$ cat src/rtl/alu_operand_stage_if.sv
// alu_operand_stage_if: decode-side, forwarding and ALU-side signals of the operand stage
// master: drives decode fields, forwarding buses, flush, out_ready; observes stage outputs
// slave : the operand stage itself
interface alu_operand_stage_if #(
    parameter int WIDTH   = 32,
    parameter int REGBITS = 5
);
    logic               in_valid;
    logic               in_ready;
    logic [WIDTH-1:0]   in_rd1;
    logic [WIDTH-1:0]   in_rd2;
    logic [REGBITS-1:0] in_rs;
    logic [REGBITS-1:0] in_rt;
    logic [REGBITS-1:0] in_dest;
    logic [15:0]        in_imm;
    logic               in_alusrc;
    logic               in_zext;
    logic [2:0]         in_f;
    logic               in_regwrite;
    logic               in_memtoreg;
    logic               fwd_mem_we;
    logic [REGBITS-1:0] fwd_mem_reg;
    logic [WIDTH-1:0]   fwd_mem_data;
    logic               fwd_wb_we;
    logic [REGBITS-1:0] fwd_wb_reg;
    logic [WIDTH-1:0]   fwd_wb_data;
    logic               flush;
    logic               out_valid;
    logic               out_ready;
    logic [WIDTH-1:0]   a;
    logic [WIDTH-1:0]   b;
    logic [2:0]         f;
    logic [REGBITS-1:0] out_dest;
    logic               out_regwrite;
    logic               out_memtoreg;
    logic [WIDTH-1:0]   out_wdata;
    modport master (
        output in_valid, in_rd1, in_rd2, in_rs, in_rt, in_dest, in_imm, in_alusrc, in_zext,
               in_f, in_regwrite, in_memtoreg, fwd_mem_we, fwd_mem_reg, fwd_mem_data,
               fwd_wb_we, fwd_wb_reg, fwd_wb_data, flush, out_ready,
        input  in_ready, out_valid, a, b, f, out_dest, out_regwrite, out_memtoreg, out_wdata
    );
    modport slave (
        input  in_valid, in_rd1, in_rd2, in_rs, in_rt, in_dest, in_imm, in_alusrc, in_zext,
               in_f, in_regwrite, in_memtoreg, fwd_mem_we, fwd_mem_reg, fwd_mem_data,
               fwd_wb_we, fwd_wb_reg, fwd_wb_data, flush, out_ready,
        output in_ready, out_valid, a, b, f, out_dest, out_regwrite, out_memtoreg, out_wdata
    );
endinterface

$ cat src/rtl/alu_operand_stage.sv
// alu_operand_stage: ID/EX register with MEM/WB forwarding, immediate select and load-use stall
// clk   : rising-edge clock
// reset : asynchronous active-low reset
// bus   : slave side of alu_operand_stage_if (decode handshake, forwarding, ALU handshake)
module alu_operand_stage #(
    parameter int WIDTH   = 32,
    parameter int REGBITS = 5
) (
    input  logic                 clk,
    input  logic                 reset,
    alu_operand_stage_if.slave   bus
);
    logic               r_valid;
    logic [WIDTH-1:0]   r_a;
    logic [WIDTH-1:0]   r_b;
    logic [2:0]         r_f;
    logic [REGBITS-1:0] r_dest;
    logic               r_regwrite;
    logic               r_memtoreg;
    logic [WIDTH-1:0]   r_wdata;
    logic [WIDTH-1:0]   w_fwd_a;
    logic [WIDTH-1:0]   w_fwd_b;
    logic [WIDTH-1:0]   w_imm;
    logic               w_hazard;
    logic               w_load_en;
    logic               w_in_ready;
    logic               w_xfer;
    // register 0 is hard-wired, so it is never forwarded; MEM is younger and wins over WB
    always_comb begin
        w_fwd_a = bus.in_rs == '0 ? bus.in_rd1 :
                  bus.fwd_mem_we && bus.fwd_mem_reg == bus.in_rs ? bus.fwd_mem_data :
                  bus.fwd_wb_we && bus.fwd_wb_reg == bus.in_rs ? bus.fwd_wb_data : bus.in_rd1;
        w_fwd_b = bus.in_rt == '0 ? bus.in_rd2 :
                  bus.fwd_mem_we && bus.fwd_mem_reg == bus.in_rt ? bus.fwd_mem_data :
                  bus.fwd_wb_we && bus.fwd_wb_reg == bus.in_rt ? bus.fwd_wb_data : bus.in_rd2;
        w_imm = bus.in_zext ? {{(WIDTH-16){1'b0}}, bus.in_imm} : {{(WIDTH-16){bus.in_imm[15]}}, bus.in_imm};
        // a load sitting here has no data yet; rt only matters when it feeds B
        w_hazard = r_valid && r_memtoreg && r_regwrite && r_dest != '0 &&
                   (r_dest == bus.in_rs || (r_dest == bus.in_rt && !bus.in_alusrc));
        w_load_en = !r_valid || bus.out_ready;
        w_in_ready = w_load_en && !w_hazard && !bus.flush;
        w_xfer = bus.in_valid && w_in_ready;
    end
    always_ff @(posedge clk or negedge reset) begin
        if (!reset) begin
            r_valid    <= 1'b0;
            r_a        <= '0;
            r_b        <= '0;
            r_f        <= '0;
            r_dest     <= '0;
            r_regwrite <= 1'b0;
            r_memtoreg <= 1'b0;
            r_wdata    <= '0;
        end else if (bus.flush) begin
            r_valid <= 1'b0;
        end else if (w_xfer) begin
            r_valid    <= 1'b1;
            r_a        <= w_fwd_a;
            r_b        <= bus.in_alusrc ? w_imm : w_fwd_b;
            r_f        <= bus.in_f;
            r_dest     <= bus.in_dest;
            r_regwrite <= bus.in_regwrite;
            r_memtoreg <= bus.in_memtoreg;
            r_wdata    <= w_fwd_b;
        end else if (w_load_en) begin
            r_valid <= 1'b0;
        end
    end
    assign bus.in_ready     = w_in_ready;
    assign bus.out_valid    = r_valid;
    assign bus.a            = r_a;
    assign bus.b            = r_b;
    assign bus.f            = r_f;
    assign bus.out_dest     = r_dest;
    assign bus.out_regwrite = r_regwrite;
    assign bus.out_memtoreg = r_memtoreg;
    assign bus.out_wdata    = r_wdata;
endmodule

$ cat src/flat_wrapper.sv
// flat-port wrapper written by rule: the top's interface ports become plain ports
module alu_operand_stage_flat 
#(
    parameter int WIDTH   = 32,
    parameter int REGBITS = 5
)
  (clk, reset, bus_in_valid, bus_in_rd1, bus_in_rd2, bus_in_rs, bus_in_rt, bus_in_dest, bus_in_imm, bus_in_alusrc, bus_in_zext, bus_in_f, bus_in_regwrite, bus_in_memtoreg, bus_fwd_mem_we, bus_fwd_mem_reg, bus_fwd_mem_data, bus_fwd_wb_we, bus_fwd_wb_reg, bus_fwd_wb_data, bus_flush, bus_out_ready, bus_in_ready, bus_out_valid, bus_a, bus_b, bus_f, bus_out_dest, bus_out_regwrite, bus_out_memtoreg, bus_out_wdata);
  alu_operand_stage_if #(.WIDTH(WIDTH), .REGBITS(REGBITS)) bus_i ();
  input  logic clk;
  input  logic reset;
  input wire logic [$bits(bus_i.in_valid)-1:0] bus_in_valid;
  input wire logic [$bits(bus_i.in_rd1)-1:0] bus_in_rd1;
  input wire logic [$bits(bus_i.in_rd2)-1:0] bus_in_rd2;
  input wire logic [$bits(bus_i.in_rs)-1:0] bus_in_rs;
  input wire logic [$bits(bus_i.in_rt)-1:0] bus_in_rt;
  input wire logic [$bits(bus_i.in_dest)-1:0] bus_in_dest;
  input wire logic [$bits(bus_i.in_imm)-1:0] bus_in_imm;
  input wire logic [$bits(bus_i.in_alusrc)-1:0] bus_in_alusrc;
  input wire logic [$bits(bus_i.in_zext)-1:0] bus_in_zext;
  input wire logic [$bits(bus_i.in_f)-1:0] bus_in_f;
  input wire logic [$bits(bus_i.in_regwrite)-1:0] bus_in_regwrite;
  input wire logic [$bits(bus_i.in_memtoreg)-1:0] bus_in_memtoreg;
  input wire logic [$bits(bus_i.fwd_mem_we)-1:0] bus_fwd_mem_we;
  input wire logic [$bits(bus_i.fwd_mem_reg)-1:0] bus_fwd_mem_reg;
  input wire logic [$bits(bus_i.fwd_mem_data)-1:0] bus_fwd_mem_data;
  input wire logic [$bits(bus_i.fwd_wb_we)-1:0] bus_fwd_wb_we;
  input wire logic [$bits(bus_i.fwd_wb_reg)-1:0] bus_fwd_wb_reg;
  input wire logic [$bits(bus_i.fwd_wb_data)-1:0] bus_fwd_wb_data;
  input wire logic [$bits(bus_i.flush)-1:0] bus_flush;
  input wire logic [$bits(bus_i.out_ready)-1:0] bus_out_ready;
  output wire logic [$bits(bus_i.in_ready)-1:0] bus_in_ready;
  output wire logic [$bits(bus_i.out_valid)-1:0] bus_out_valid;
  output wire logic [$bits(bus_i.a)-1:0] bus_a;
  output wire logic [$bits(bus_i.b)-1:0] bus_b;
  output wire logic [$bits(bus_i.f)-1:0] bus_f;
  output wire logic [$bits(bus_i.out_dest)-1:0] bus_out_dest;
  output wire logic [$bits(bus_i.out_regwrite)-1:0] bus_out_regwrite;
  output wire logic [$bits(bus_i.out_memtoreg)-1:0] bus_out_memtoreg;
  output wire logic [$bits(bus_i.out_wdata)-1:0] bus_out_wdata;
  assign bus_i.in_valid = bus_in_valid;
  assign bus_i.in_rd1 = bus_in_rd1;
  assign bus_i.in_rd2 = bus_in_rd2;
  assign bus_i.in_rs = bus_in_rs;
  assign bus_i.in_rt = bus_in_rt;
  assign bus_i.in_dest = bus_in_dest;
  assign bus_i.in_imm = bus_in_imm;
  assign bus_i.in_alusrc = bus_in_alusrc;
  assign bus_i.in_zext = bus_in_zext;
  assign bus_i.in_f = bus_in_f;
  assign bus_i.in_regwrite = bus_in_regwrite;
  assign bus_i.in_memtoreg = bus_in_memtoreg;
  assign bus_i.fwd_mem_we = bus_fwd_mem_we;
  assign bus_i.fwd_mem_reg = bus_fwd_mem_reg;
  assign bus_i.fwd_mem_data = bus_fwd_mem_data;
  assign bus_i.fwd_wb_we = bus_fwd_wb_we;
  assign bus_i.fwd_wb_reg = bus_fwd_wb_reg;
  assign bus_i.fwd_wb_data = bus_fwd_wb_data;
  assign bus_i.flush = bus_flush;
  assign bus_i.out_ready = bus_out_ready;
  assign bus_in_ready = bus_i.in_ready;
  assign bus_out_valid = bus_i.out_valid;
  assign bus_a = bus_i.a;
  assign bus_b = bus_i.b;
  assign bus_f = bus_i.f;
  assign bus_out_dest = bus_i.out_dest;
  assign bus_out_regwrite = bus_i.out_regwrite;
  assign bus_out_memtoreg = bus_i.out_memtoreg;
  assign bus_out_wdata = bus_i.out_wdata;
  alu_operand_stage #(.WIDTH(WIDTH), .REGBITS(REGBITS)) u_core (.clk(clk), .reset(reset), .bus(bus_i));
endmodule
$ cat config.mk
export PLATFORM = sky130hd
export DESIGN_NAME = alu_operand_stage_flat
export DESIGN_NICKNAME = d
export VERILOG_FILES = /design/src/rtl/alu_operand_stage_if.sv /design/src/rtl/alu_operand_stage.sv /design/src/flat_wrapper.sv
export SDC_FILE = /design/constraint.sdc
export NUM_CORES = 1
export LEC_CHECK = 0
export ABC_AREA = 1
export BUFFER_PORTS_ARGS = -buffer_cell sky130_fd_sc_hd__buf_2
export CAP_MARGIN = 20
export CORE_MARGIN = 10
export CORE_UTILIZATION = 35
export CTS_BUF_LIST = sky130_fd_sc_hd__clkbuf_4 sky130_fd_sc_hd__clkbuf_8 sky130_fd_sc_hd__clkbuf_16
export CTS_CLUSTER_SIZE = 28
export DETAILED_ROUTE_END_ITERATION = 10
export SYNTH_ARGS = -nofsm -noshare
export SYNTH_HDL_FRONTEND = slang
export SYNTH_SLANG_ARGS = --single-unit
$ cat constraint.sdc
create_clock -name clk -period 2.9 [get_ports clk]
set_input_delay 0.58 -clock clk [delete_from_list [all_inputs] [get_ports clk]]
set_output_delay 0.58 -clock clk [all_outputs]
set_load 0.03 [all_outputs]
# ---- Word level (Yosys, flattened, before mapping)
# Index checks and enable logic that the tools add are counted.
# W data, S select, Z words.
dict set report word_totals {
  register_bits 107
  inputBits 183
  output_inout_bits 108
  elab_cells 49
}
dict set report op_classes {
  eq_ne 6
  n_mux 11
  bitwise_logic 1
  n_reduce_logical 23
}
# cell count
set ops {}
lappend ops {{$mux W32} 8}
lappend ops {{$eq A5 B5 Y1} 6}
lappend ops {{$logic_and A1 B1 Y1} 12}
lappend ops {{$logic_not A5 Y1} 2}
lappend ops {{$reduce_bool A5 Y1} 1}
lappend ops {{$logic_not A1 Y1} 4}
lappend ops {{$mux W1} 3}
lappend ops {{$reduce_bool A3 Y1} 1}
lappend ops {{$logic_or A1 B1 Y1} 2}
lappend ops {{$reduce_and A2 Y1} 1}
lappend ops {{$not A1 Y1} 1}

# ---- Logic depth before layout (Yosys ltp)
# Gate-level depths: netlist of run 1.
dict set report logic_depth {
  depth_word 10
  mapped_depth 13
  mapped_depth_nobuf 12
}

# ---- Worst setup path before layout of run 1
# No wires, ideal clock.
dict set report synth_path {
  path_type {input to output}
  startpoint {input port bus_in_rt[1]}
  endpoint {output port bus_in_ready}
  arrival_time_ps 1272
  required_ps 2320
  path_slack_ps 1048
  path_stages 9
  cell_sequence {inv_1 > nand2_1 > nand2_1 > nor2_1 > nand3_1 > nand2_1 > nand2_2 > nand2_1 > inv_1}
}
dict set report synth_between {
  elab_chain_cells 7
}
# item line
set synth_lines {}
lappend synth_lines {{start, declared} flat_wrapper.sv:15} ;# input wire logic [$bits(bus_i.in_rt)-1:0] bus_in_rt;
lappend synth_lines {{$eq A5 B5 Y1} alu_operand_stage.sv:39} ;# (r_dest == bus.in_rs || (r_dest == bus.in_rt && !bus.in_alusrc));
lappend synth_lines {{$logic_and A1 B1 Y1} alu_operand_stage.sv:39}
lappend synth_lines {{$logic_or A1 B1 Y1} alu_operand_stage.sv:39}
lappend synth_lines {{$logic_and A1 B1 Y1} alu_operand_stage.sv:38} ;# w_hazard = r_valid && r_memtoreg && r_regwrite && r_dest != '0 &&
lappend synth_lines {{$logic_not A1 Y1} alu_operand_stage.sv:41} ;# w_in_ready = w_load_en && !w_hazard && !bus.flush;
lappend synth_lines {{$logic_and A1 B1 Y1 (2 in series)} alu_operand_stage.sv:41}
lappend synth_lines {{end, declared} flat_wrapper.sv:31} ;# output wire logic [$bits(bus_i.in_ready)-1:0] bus_in_ready;
# Every way passes these cells.

# ---- Worst setup path after layout of run 1
dict set report layout_path {
  startpoint {register u_core.r_dest[3] (netlist: u_core.bus.out_dest[3])}
  endpoint {output port bus_in_ready}
}
dict set report layout_between {
  elab_chain_cells 7
  word_cells_on_any_way 10
}
# item line
set layout_lines {}
lappend layout_lines {{start, declared} alu_operand_stage.sv:17} ;# logic [REGBITS-1:0] r_dest;
lappend layout_lines {{start signal, assigned} alu_operand_stage.sv:61} ;# r_dest <= bus.in_dest;
lappend layout_lines {{$eq A5 B5 Y1} alu_operand_stage.sv:39}
lappend layout_lines {{$logic_and A1 B1 Y1} alu_operand_stage.sv:39}
lappend layout_lines {{$logic_or A1 B1 Y1} alu_operand_stage.sv:39}
lappend layout_lines {{$logic_and A1 B1 Y1 *} alu_operand_stage.sv:38}
lappend layout_lines {{$logic_not A1 Y1 *} alu_operand_stage.sv:41}
lappend layout_lines {{$logic_and A1 B1 Y1 * (2 in series)} alu_operand_stage.sv:41}
# Every way passes the cells marked *; elsewhere a longest branch is shown, timed or not.

==> run metrics, run 1 <==
run status finished, final reports clean; port bufs 290; Logic pwr share 0.350; top-area cell type share of the netlist area 0.384; Crit. Startpoint u_core.bus.out_dest[3]$_DFFE_PN0P_; Post CTS Setup Buffer Count 0; TritonCTS Buffers 9; share of cells above drive strength 1 0.243; Syn Inst Count 1143; CP Cell Sequence inv_1 > nand2_1 > nand2_1 > nor2_1 > nand3_1 > nand2_1 > nand2_2 > nand2_1 > inv_1 > buf_2; Finished Layout Cells 1671; CTS root buf clkbuf_16; pin count of the biggest net entering global routing between 100 and 150; cts hold-fix bufs 0; Final Max Tran Viols 0; CP dominant cell by count nand2_1; Inst Count DP 1654; clk_lat worst skew 360 ps; worst reg2reg path startpoint u_core.bus.out_dest[3]$_DFFE_PN0P_; CTS tree built; GR Overflow Total 0; EDFF count, synth 0; DRT iter0 DRCs about 510; Final setup viols 0; PostCTS Resize Cnt 0; crit path kind flop to output port; fmax 439 MHz; vias per inst 4.66; crit start category flop; CP max FO 4; Unique masters post-synth 27; critical path arrival 1700 ps; total clock sinks 107; net count after synthesis 1326; Worst setup EP type output port; P_int 0.00286 W; Post-synth top cells nand2_1, inv_1, dfrtp_1; crit-path max cell delay about 430 ps; Tmin final 2280 ps; Layout area overhead 28.0%; critical path's slowest cell dfrtp_1; num ports 291; clk slew on worst S/H paths roughly 80 ps; Slew headroom 0.516; Yosys reg bits between 100 and 150; Yosys warning count 0; post-DP HPWL around 22 mm; GP Congestion 0.902; Initial Utilization 0.357; CP required around 2300 ps; area leader, netlist dfrtp_1; drt drc 0; first-pass GRT wire length 44.7 mm; vias in the first global route 7979; core footprint 19500 um2; syn_area_per_cell roughly 6 um2; Fin Clk Skew 11.7 ps; reg2reg end u_core.bus.out_dest[2]$_DFFE_PN0P_; deepest clock path buffer count 2; leakage power approximately 5.6 nW; Rows 51; Worst-Margin Slew roughly 720 ps; post-synthesis sequential area ratio 0.384; Routed Antenna Nets 0; Hold Crit Class input port to async pin; ys async rst share 1.00; CP bufs+invs 3; die width ~160 um; final net count 1583; DR vias 7781; max cap viols 0; VDD IR-drop max 0.279 mV; H-tree lvl count 3; Die Area 26000 um2; Fin. Hold Viols 0; drt total wl 28.6 mm; power density cells approximately 550 nW/um2; Crit path max-delay family simple AND/OR/NAND/NOR gates; Psw just over 0.002 W; WL per Instance approximately 17 um; main area contributors after synthesis dfrtp_1, nand2_1, inv_1, nor2_1, o21ai_1; Reg power frac 0.388; Main synth FF type dfrtp_1; Clock power frac 0.262; Layout fillers 2172; unrepaired setup endpoints after global routing false; Sw Share 0.415; Tot GR Track Use 0.215; Final Cycle Share 0.786; initial antenna violation count 2; Fin Setup TNS 0 ps; cell area after synthesis 6980 um2; r2r setup slk just over 800 ps; Die Span Y about 160 um; count leader, synth nand2_1; worst reg2reg path depth 12; Pre-antenna DRT Iters 5
[through the flow]
step           hold WS, ps  setup WS [ps]  cell area [um2]  total power (W)   util
2_1_floorplan          284           1050             6980          0.00297      -
3_3_place_gp           458            529             8620          0.00364  0.441
3_5_place_dp           461            582             8620          0.00365  0.441
4_1_cts                219            585             8930          0.00495  0.457
5_1_grt                224            422             8930          0.00518  0.457
6_report               199            620             8930          0.00488  0.457
[routing by layer]
layer  routed length, um  GRT usage
met1               12100      0.263
met2               13600      0.358
met3                2250     0.0661
met4                 673     0.0624
met5                  15          0
[worst register-to-register path, stage by stage (launching register included)]
cell and delay, ps:
dfrtp_1 430, inv_1 120, nand2_1 70, nand2_1 100, nor2_1 60, nand3_1 60, nand2_1 60, nand2_2 110
nand3_4 110, inv_2 420, buf_12 290, nand2_1 90, o21ai_0 80
[cell usage in the layout, fill, tap and decap left out, types with 2 or more instances in the layout]
master and n:
nand2_1 580, inv_1 127, o21ai_0 29, clkbuf_16 9, and2_1 3, nand3_1 23, inv_2 6, inv_8 2
dfrtp_1 107, buf_12 3, nand3_2 3, clkinv_8 2, buf_2 289, nor2_1 93, nand4_1 35, nor2_2 5
buf_4 13, nand2_2 2, o21ai_1 48, a21oi_1 15
[worst max path at each step]
stage	end	slack (ps)	depth (start not counted)
after floorplan	bus_in_ready	1050	9
after global placement	u_core.bus.out_dest[2]$_DFFE_PN0P_	530	11
after detailed placement	u_core.bus.out_dest[2]$_DFFE_PN0P_	580	13
after CTS	bus_in_ready	580	9
after global routing	bus_in_ready	420	10
final	bus_in_ready	620	10
[power groups by stage]
| stage | Clock [W] | Combinational (W) | Sequential (W) |
|---|---|---|---|
| 2_1_floorplan | 0 | 0.000570 | 0.00240 |
| 3_3_place_gp | 0 | 0.00172 | 0.00192 |
| 3_5_place_dp | 0 | 0.00173 | 0.00192 |
| 4_1_cts | 0.00132 | 0.00173 | 0.00189 |
| 5_1_grt | 0.00138 | 0.00188 | 0.00193 |
| 6_report | 0.00128 | 0.00171 | 0.00189 |
[cells by family after synthesis]
family | count (synthesis) | synth area share
and+or+nand+nor | 749 | 0.432
DFF | 107 | 0.384
buffers and inverters | 192 | 0.115
AOI/OAI and AO/OA | 94 | 0.0682
xor gates and xnor gates | 1 | 0.00126
[flip-flops by register name, summed over array words and instances (netlist names)]
register,count
u_core.bus.out_memtoreg,1
u_core.bus.out_wdata,32
u_core.bus.out_valid,1
u_core.bus.f,3
u_core.bus.out_regwrite,1
u_core.bus.out_dest,5
u_core.bus.b,32
u_core.bus.a,32
[cell type report]
class / count / area, um2 / share of cell area
multi-input combinational: 844 / 3510 / 0.393
antenna: 1 / 2.50 / 0.000280
inverter: 133 / 499 / 0.0559
clock buffer: 9 / 225 / 0.0252
tap: 265 / 332 / 0.0371
clock inverter: 7 / 80.1 / 0.00897
timing repair buffer: 305 / 1600 / 0.180
sequential: 107 / 2680 / 0.300
Power figures use the tool's default switching activity.
==> run 2: changes to the inputs <==
ABC_AREA = 0   (was 1)
PLACE_DENSITY = 0.66   (was not set)
clock period = 2 ns   (was 2.9 ns; I/O delays follow)
==> run 2 against run 1 <==
  * The flow now finishes with violations (setup timing)
  * Combinational power rose by 71%
  * Clock power up 40%
  * Global-route usage grew 1.4 points
  * Via count fell by 14%
  * Worst setup slack got worse by 910 ps
  * Sequential share of layout area shrank 2.7 points
  * Critical path type is now flop to flop
  * Largest cell class unchanged
==> run metrics, run 2 <==
run status finished with violations (was finished, final reports clean); failing checks setup timing; worst reg2reg path startpoint u_core.bus.out_dest[0]$_DFFE_PN0P_ (was u_core.bus.out_dest[3]$_DFFE_PN0P_); TritonCTS Buffers 9 (unchanged); largest family of logic cells by synthesized area compound AO/OA/AOI/OAI gates (was simple AND/OR/NAND/NOR gates); total clock sinks 107 (unchanged); Yosys warning count 0 (unchanged); clk_lat worst skew 360 ps (about the same); clk slew on worst S/H paths 80 ps (about the same); leakage power 4.62 nW (was 5.64 nW); Die Span Y 149 um (was 161 um); Worst Slack Setup Final -290 ps (was 620 ps); final core occ 0.613 (was 0.457); commonest cells after routing, fill and taps aside buf_2, dfrtp_1, nand2_1, buf_4, nor2_1 (was nand2_1, buf_2, inv_1); Syn Inst Count 635 (was 1143); num ports 291 (unchanged); post-DP HPWL 20.6 mm (was 22.2 mm); critical path arrival 2540 ps (was 1700 ps); commonest non-fill, non-tap cell in the layout buf_2 (was nand2_1); final net count 1187 (was 1583); Rows 46 (was 51); Yosys reg bits 107 (unchanged); share of cells above drive strength 1 0.550 (was 0.243); EDFF count, synth 0 (unchanged); Sw Share 0.394 (was 0.415); Layout area overhead 69.9% (was 28.0%); vias per inst 5.43 (was 4.66); CP max FO 9 (was 4); post-synthesis mux area share 0 (unchanged); CP required 2250 ps (was 2320 ps); area leader, netlist dfrtp_1 (unchanged); critical path's slowest cell or4_4 (was dfrtp_1); cts hold-fix bufs 0 (unchanged); die width 149 um (was 161 um); Pwr Total 0.00749 W (was 0.00488 W); GP Congestion 0.905 (was 0.902); Fin. Hold Viols 0 (unchanged); first-pass GRT wire length 39.5 mm (was 44.7 mm); register area 2680 um2 (about the same); Die Area 22100 um2 (was 26000 um2); Multi-input gate area 3550 um2 (was 3510 um2); Initial Utilization 0.361 (was 0.357); final instance area 9840 um2 (was 8930 um2); drt drc 0 (unchanged); Place WS -340 ps (was 582 ps); Layout fillers 1352 (was 2172); Area after DPL 8210 um2 (was 8620 um2); crit path kind flop to flop (was flop to output port); GR Overflow Total 0 (unchanged); CP Cell Sequence or4_4 > o2111ai_4 > buf_6 > o211ai_4 > buf_12 > buf_12 > clkbuf_16 > o31ai_4 (was inv_1 > nand2_1 > nand2_1 > nor2_1 > nand3_1 > nand2_1 > nand2_2 > nand2_1 > inv_1 > buf_2); Routed Antenna Nets 0 (unchanged); Worst-Margin Slew 634 ps (was 723 ps); top-area cell type share of the netlist area 0.462 (was 0.384); P_int 0.00454 W (was 0.00286 W); vias in the first global route 6620 (was 7979); count leader, synth nand2_1 (unchanged); pin count of the biggest net entering global routing 68 (was 109); VDD IR-drop max 0.523 mV (was 0.279 mV); syn_area_per_cell 9.12 um2 (was 6.10 um2); Simple-Gate Fraction of Synth Area 0.179 (was 0.432); DRT iter0 DRCs 402 (was 513); Crit path max-delay family buffers and inverters (was simple AND/OR/NAND/NOR gates); Fin Setup TNS -18350 ps (was 0 ps); Logic pwr share 0.389 (was 0.350); Slew headroom 0.574 (was 0.516); power density cells 761 nW/um2 (was 547 nW/um2); max cap viols 0 (unchanged); CP dominant cell by count buf_12 (was nand2_1); Post-Synth XOR/XNOR Area 0.0454 (was 0.00126); H-tree lvl count 3 (unchanged); Worst setup EP type flop (was output port); post-synthesis sequential area ratio 0.462 (was 0.384); CTS tree built (unchanged); port bufs 290 (unchanged); worst reg2reg path depth 8 (was 12); Unique masters post-synth 40 (was 27); deepest clock path buffer count 2 (unchanged); Tmin final 2290 ps; fmax 437 MHz; Fin Clk Skew 10.3 ps (was 11.7 ps); Synth Area in Compound Gates 0.260 (was 0.0682); CTS root buf clkbuf_16 (unchanged); unrepaired setup endpoints after global routing true (was false); core footprint 16100 um2 (was 19500 um2); net count after synthesis 818 (was 1326); Clock power frac 0.238 (was 0.262); Final Cycle Share 1.14; Final Max Tran Viols 0 (unchanged); DR vias 6673 (was 7781); main area contributors after synthesis dfrtp_1, o31ai_1, nand2_1, o22a_1, nor2_1 (was dfrtp_1, nand2_1, inv_1, nor2_1, o21ai_1); Main synth FF type dfrtp_1 (unchanged); Reg power frac 0.372 (was 0.388); Hold Crit Class input port to async pin (unchanged); crit-path max cell delay 550 ps (was 430 ps); Pre-antenna DRT Iters 7 (was 5); Tot GR Track Use 0.229 (was 0.215); WL per Instance 22.8 um (was 17.1 um); cell area after synthesis 5790 um2 (was 6980 um2); Final setup viols 105 (was 0); Worst path depth 8 (was 10); drt total wl 28.0 mm (was 28.6 mm); Crit. Startpoint u_core.bus.out_dest[0]$_DFFE_PN0P_ (was u_core.bus.out_dest[3]$_DFFE_PN0P_); crit start category flop (unchanged); Psw 0.00295 W (was 0.00202 W); initial antenna violation count 4 (was 2); CP bufs+invs 4 (was 3); ys async rst share 1.00 (unchanged); post-synthesis adder-cell area fraction 0 (unchanged); Post-synth top cells nand2_1, dfrtp_1, o31ai_1 (was nand2_1, inv_1, dfrtp_1)
-- run 2: cell count changes in the layout (fill, tap and decap cells not counted), moves of 25 or more --
| cell | previous run | this run |
|---|---|---|
| nand2_1 | 580 | 75 |
| o31ai_1 | 1 | 31 |
| buf_12 | 3 | 28 |
| o22a_1 | 0 | 31 |
| o22ai_1 | 0 | 31 |
| o21ai_1 | 48 | 20 |
| nor2_1 | 93 | 52 |
| nand4_1 | 35 | 2 |
| inv_1 | 127 | 2 |
| buf_4 | 13 | 75 |
| or3_1 | 0 | 31 |
-- run 2: worst register-to-register path, stage by stage, from the launching register on --
cell and delay [ps]:
dfrtp_2 420, or4_4 550, o2111ai_4 230, buf_6 150
o211ai_4 80, buf_12 170, buf_12 160, clkbuf_16 180
o31ai_4 260
-- run 2: logic make-up (layout without fill, tap and decap cells) --
group / after synthesis / after routing
buffers and inverters: 60 / 434
AOI/OAI and AO/OA: 202 / 202
and+or+nand+nor: 236 / 236
xor gates and xnor gates: 30 / 30
DFF: 107 / 107
other: 0 / 5
-- run 2: layout make-up --
cell class / instances / share of cell area
Timing Repair Buffer: 416 / 0.307
Multi-Input combinational cell: 468 / 0.360
Antenna cell: 5 / 0.00127
Tap cell: 216 / 0.0275
Clock buffer: 9 / 0.0229
Sequential cell: 107 / 0.273
Clock inverter: 7 / 0.00737
Inverter: 2 / 0.000763
-- run 2: power groups by stage --
stage	Clock [W]	Combinational [W]	Sequential, W
after floorplan	0	0.000618	0.00350
after global placement	0	0.00240	0.00277
after detailed placement	0	0.00243	0.00277
after CTS	0.00182	0.00262	0.00274
after global routing	0.00191	0.00309	0.00283
final	0.00179	0.00292	0.00279
-- run 2: path summary, 6_finish.rpt --
check                                                      end  slack, ps
min                        u_core.bus.out_wdata[1]$_DFFE_PN0P_         50
max                               u_core.bus.a[18]$_DFFE_PN0P_       -290
max reg2reg                       u_core.bus.a[18]$_DFFE_PN0P_       -290
min in group clk            u_core.bus.out_dest[4]$_DFFE_PN0P_        240
max in group asynchronous         u_core.bus.a[11]$_DFFE_PN0P_       1470
min reg2reg                        u_core.bus.a[7]$_DFFE_PN0P_        490
-- run 2: timing repair --
action                                 in CTS  in global routing
endpoints found under the hold margin       0                  0
setup endpoints to repair                  96                108
gates cloned                                7                 10
pin swaps                                  10                 60
setup buffers                              15                  2
resized for setup                          66                146
-- run 2: per-stage QoR --
step / hold WS [ps] / cells
finish: 47.4 / 1230
global route: 74.2 / 1229
CTS: 56.4 / 1218
detailed placement: 446 / 1181
global placement: 442 / 1181
floorplan: 104 / 635
-- run 2: layer usage --
layer / up-vias / part of all wire / wire length [um] / GRT usage
met1: 3274 / 0.40 / 11300 / 0.292
met3: 49 / 0.069 / 1940 / 0.0464
met2: 269 / 0.50 / 13900 / 0.367
li1: 3081 / - / - / -
met5: - / 0 / 0 / 0
met4: 0 / 0.033 / 913 / 0.0991
==> run 3: changes to the inputs <==
HOLD_SLACK_MARGIN = 0.08   (was not set)
==> run 3 against run 2 <==
  * The run still ends with setup timing left
  * Sequential cell count unchanged
  * Clock skew is 0.99 ps lower
  * Worst hold slack improved by 190 ps
  * Sequential power is essentially flat
  * Sequential share of layout area hardly changed
  * Critical path depth stayed put
  * Routed wire length increased by 0.17%
  * Count of clock-buffer cells in the layout is the same
==> run metrics, run 3 (synthesized netlist as in run 2, its figures left out) <==
run status finished with violations (unchanged); failing checks setup timing (unchanged); Crit path max-delay family buffers and inverters (unchanged); vias per inst 5.45 (was 5.43); unrepaired setup endpoints after global routing true (unchanged); DR vias 6711 (was 6673); leakage power 4.63 nW (was 4.62 nW); Metal-1 WL 11.3 mm (about the same); port bufs 290 (unchanged); Fin. Hold Viols 0 (unchanged); critical path arrival 2540 ps (about the same); num ports 291 (unchanged); commonest cells after routing, fill and taps aside buf_2, dfrtp_1, nand2_1, buf_4, nor2_1 (unchanged); Tmin final 2290 ps (about the same); CP max FO 9 (unchanged); TritonCTS Buffers 9 (unchanged); crit path kind flop to flop (unchanged); DRT iter0 DRCs 405 (was 402); commonest non-fill, non-tap cell in the layout buf_2 (unchanged); GR Overflow Total 0 (unchanged); critical path's slowest cell or4_4 (unchanged); Worst-Margin Slew 632 ps (was 634 ps); CP required 2250 ps (about the same); H-tree lvl count 3 (unchanged); DR top layer met4 (unchanged); fmax 437 MHz (about the same); total clock sinks 107 (unchanged); drt total wl 28.1 mm (was 28.0 mm); WL per Instance 22.8 um (about the same); post-DP HPWL 20.6 mm (unchanged); VDD IR-drop max 0.523 mV (about the same); worst reg2reg path depth 8 (unchanged); drt drc 0 (unchanged); vias in the first global route 6626 (was 6620); Hold Path End u_core.bus.out_dest[4]$_DFFE_PN0P_; Fin Clk Skew 9.32 ps (was 10.3 ps); worst reg2reg path startpoint u_core.bus.out_dest[0]$_DFFE_PN0P_ (unchanged); Rows 46 (unchanged); CP dominant cell by count buf_12 (unchanged); GP Congestion 0.905 (unchanged); Pwr Total 0.00750 W (was 0.00749 W); r2r setup slk -290 ps (about the same); core footprint 16100 um2 (unchanged); Final Cycle Share 1.15 (was 1.14); reg2reg end u_core.bus.a[18]$_DFFE_PN0P_ (unchanged); Fin Setup TNS -18410 ps (was -18350 ps); Hold Crit Class input port to flop (was input port to async pin); power density cells 761 nW/um2 (about the same); first-pass GRT wire length 39.5 mm (about the same); clk slew on worst S/H paths 80 ps (about the same); max cap viols 0 (unchanged); met3 routed WL 1.91 mm (was 1.94 mm); Final Max Tran Viols 0 (unchanged); CP Cell Sequence or4_4 > o2111ai_4 > buf_6 > o211ai_4 > buf_12 > buf_12 > clkbuf_16 > o31ai_4 (unchanged); CP bufs+invs 4 (unchanged); initial antenna violation count 4 (unchanged); Worst setup EP type flop (unchanged); final net count 1188 (was 1187); Pre-antenna DRT Iters 4 (was 7); final instance area 9850 um2 (was 9840 um2); Final setup viols 105 (unchanged); die width 149 um (unchanged); Area after DPL 8210 um2 (unchanged); Tot GR Track Use 0.229 (about the same); Slew headroom 0.575 (was 0.574); Hold Path Cell Cnt 3; Die Span Y 149 um (unchanged); CTS tree built (unchanged); Layout area overhead 70.1% (was 69.9%); crit-path max cell delay 550 ps (about the same); Routed Antenna Nets 0 (unchanged); Worst Slack Setup Final -290 ps (about the same); Die Area 22100 um2 (unchanged); WL met2 14.0 mm (was 13.9 mm); deepest clock path buffer count 2 (unchanged); clk_lat worst skew 350 ps (was 360 ps); Hold Slack 242 ps (was 47.4 ps); Initial Utilization 0.361 (unchanged); CTS root buf clkbuf_16 (unchanged); min-delay src bus_in_dest[4]; share of cells above drive strength 1 0.550 (about the same); pin count of the biggest net entering global routing 68 (unchanged); crit start category flop (unchanged)
run 3: per-stage QoR:
step           worst slack (ps)  utilization  instances
3_5_place_dp               -340        0.511       1181
3_3_place_gp               -303        0.511       1181
4_1_cts                    -250        0.567       1219
5_1_grt                    -329        0.613       1230
6_report                   -290        0.614       1231
2_1_floorplan             -72.2            -        635
run 3: worst max-delay path by stage:
stage                                           end  slack [ps]                                from  depth (start not counted)
6_report               u_core.bus.a[18]$_DFFE_PN0P_        -290  u_core.bus.out_dest[0]$_DFFE_PN0P_                          8
5_1_grt                u_core.bus.a[18]$_DFFE_PN0P_        -330  u_core.bus.out_dest[0]$_DFFE_PN0P_                          8
4_1_cts                                bus_in_ready        -250  u_core.bus.out_dest[0]$_DFFE_PN0P_                          4
3_5_place_dp            u_core.bus.b[0]$_DFFE_PN0P_        -340                        bus_in_rt[4]                          9
3_3_place_gp            u_core.bus.b[0]$_DFFE_PN0P_        -300                        bus_in_rt[4]                          9
2_1_floorplan  u_core.bus.out_wdata[25]$_DFFE_PN0P_         -70  u_core.bus.out_dest[0]$_DFFE_PN0P_                          8
run 3: layer usage:
layer	track usage	vias up
li1	-	3080
met5	0	-
met3	0.0464	49
met4	0.0991	0
met1	0.293	3295
met2	0.367	287
run 3: power breakdown:
group          leakage, nW  switching (W)  total (W)  internal (W)
clock network        0.146       0.000909    0.00179      0.000880
logic                 3.18        0.00179    0.00292       0.00113
registers             1.30       0.000264    0.00279       0.00253
run 3: final cells by class:
| cell class | instances | area, um2 |
|---|---|---|
| diodes | 5 | 12.5 |
| clock buffers | 9 | 225 |
| clock inverters | 7 | 72.6 |
| fillers | 1352 | 6200 |
| inverters | 2 | 7.51 |
| multi-input cells | 468 | 3550 |
| flip-flops and latches | 107 | 2680 |
| well taps | 216 | 270 |
| repair buffers | 417 | 3030 |
run 3: tightest hold or removal path: stages:
cell and delay (ps):
buf_2 70, nand2_1 40, nand2_1 50
run 3: repair_timing:
action,in CTS,in global routing
cloned,7,10
endpoints found under the hold margin,67,0
hold buffers,1,0
pin swaps,10,60
resized for setup,66,146
endpoints found under the setup margin,96,108
buffers inserted,15,2
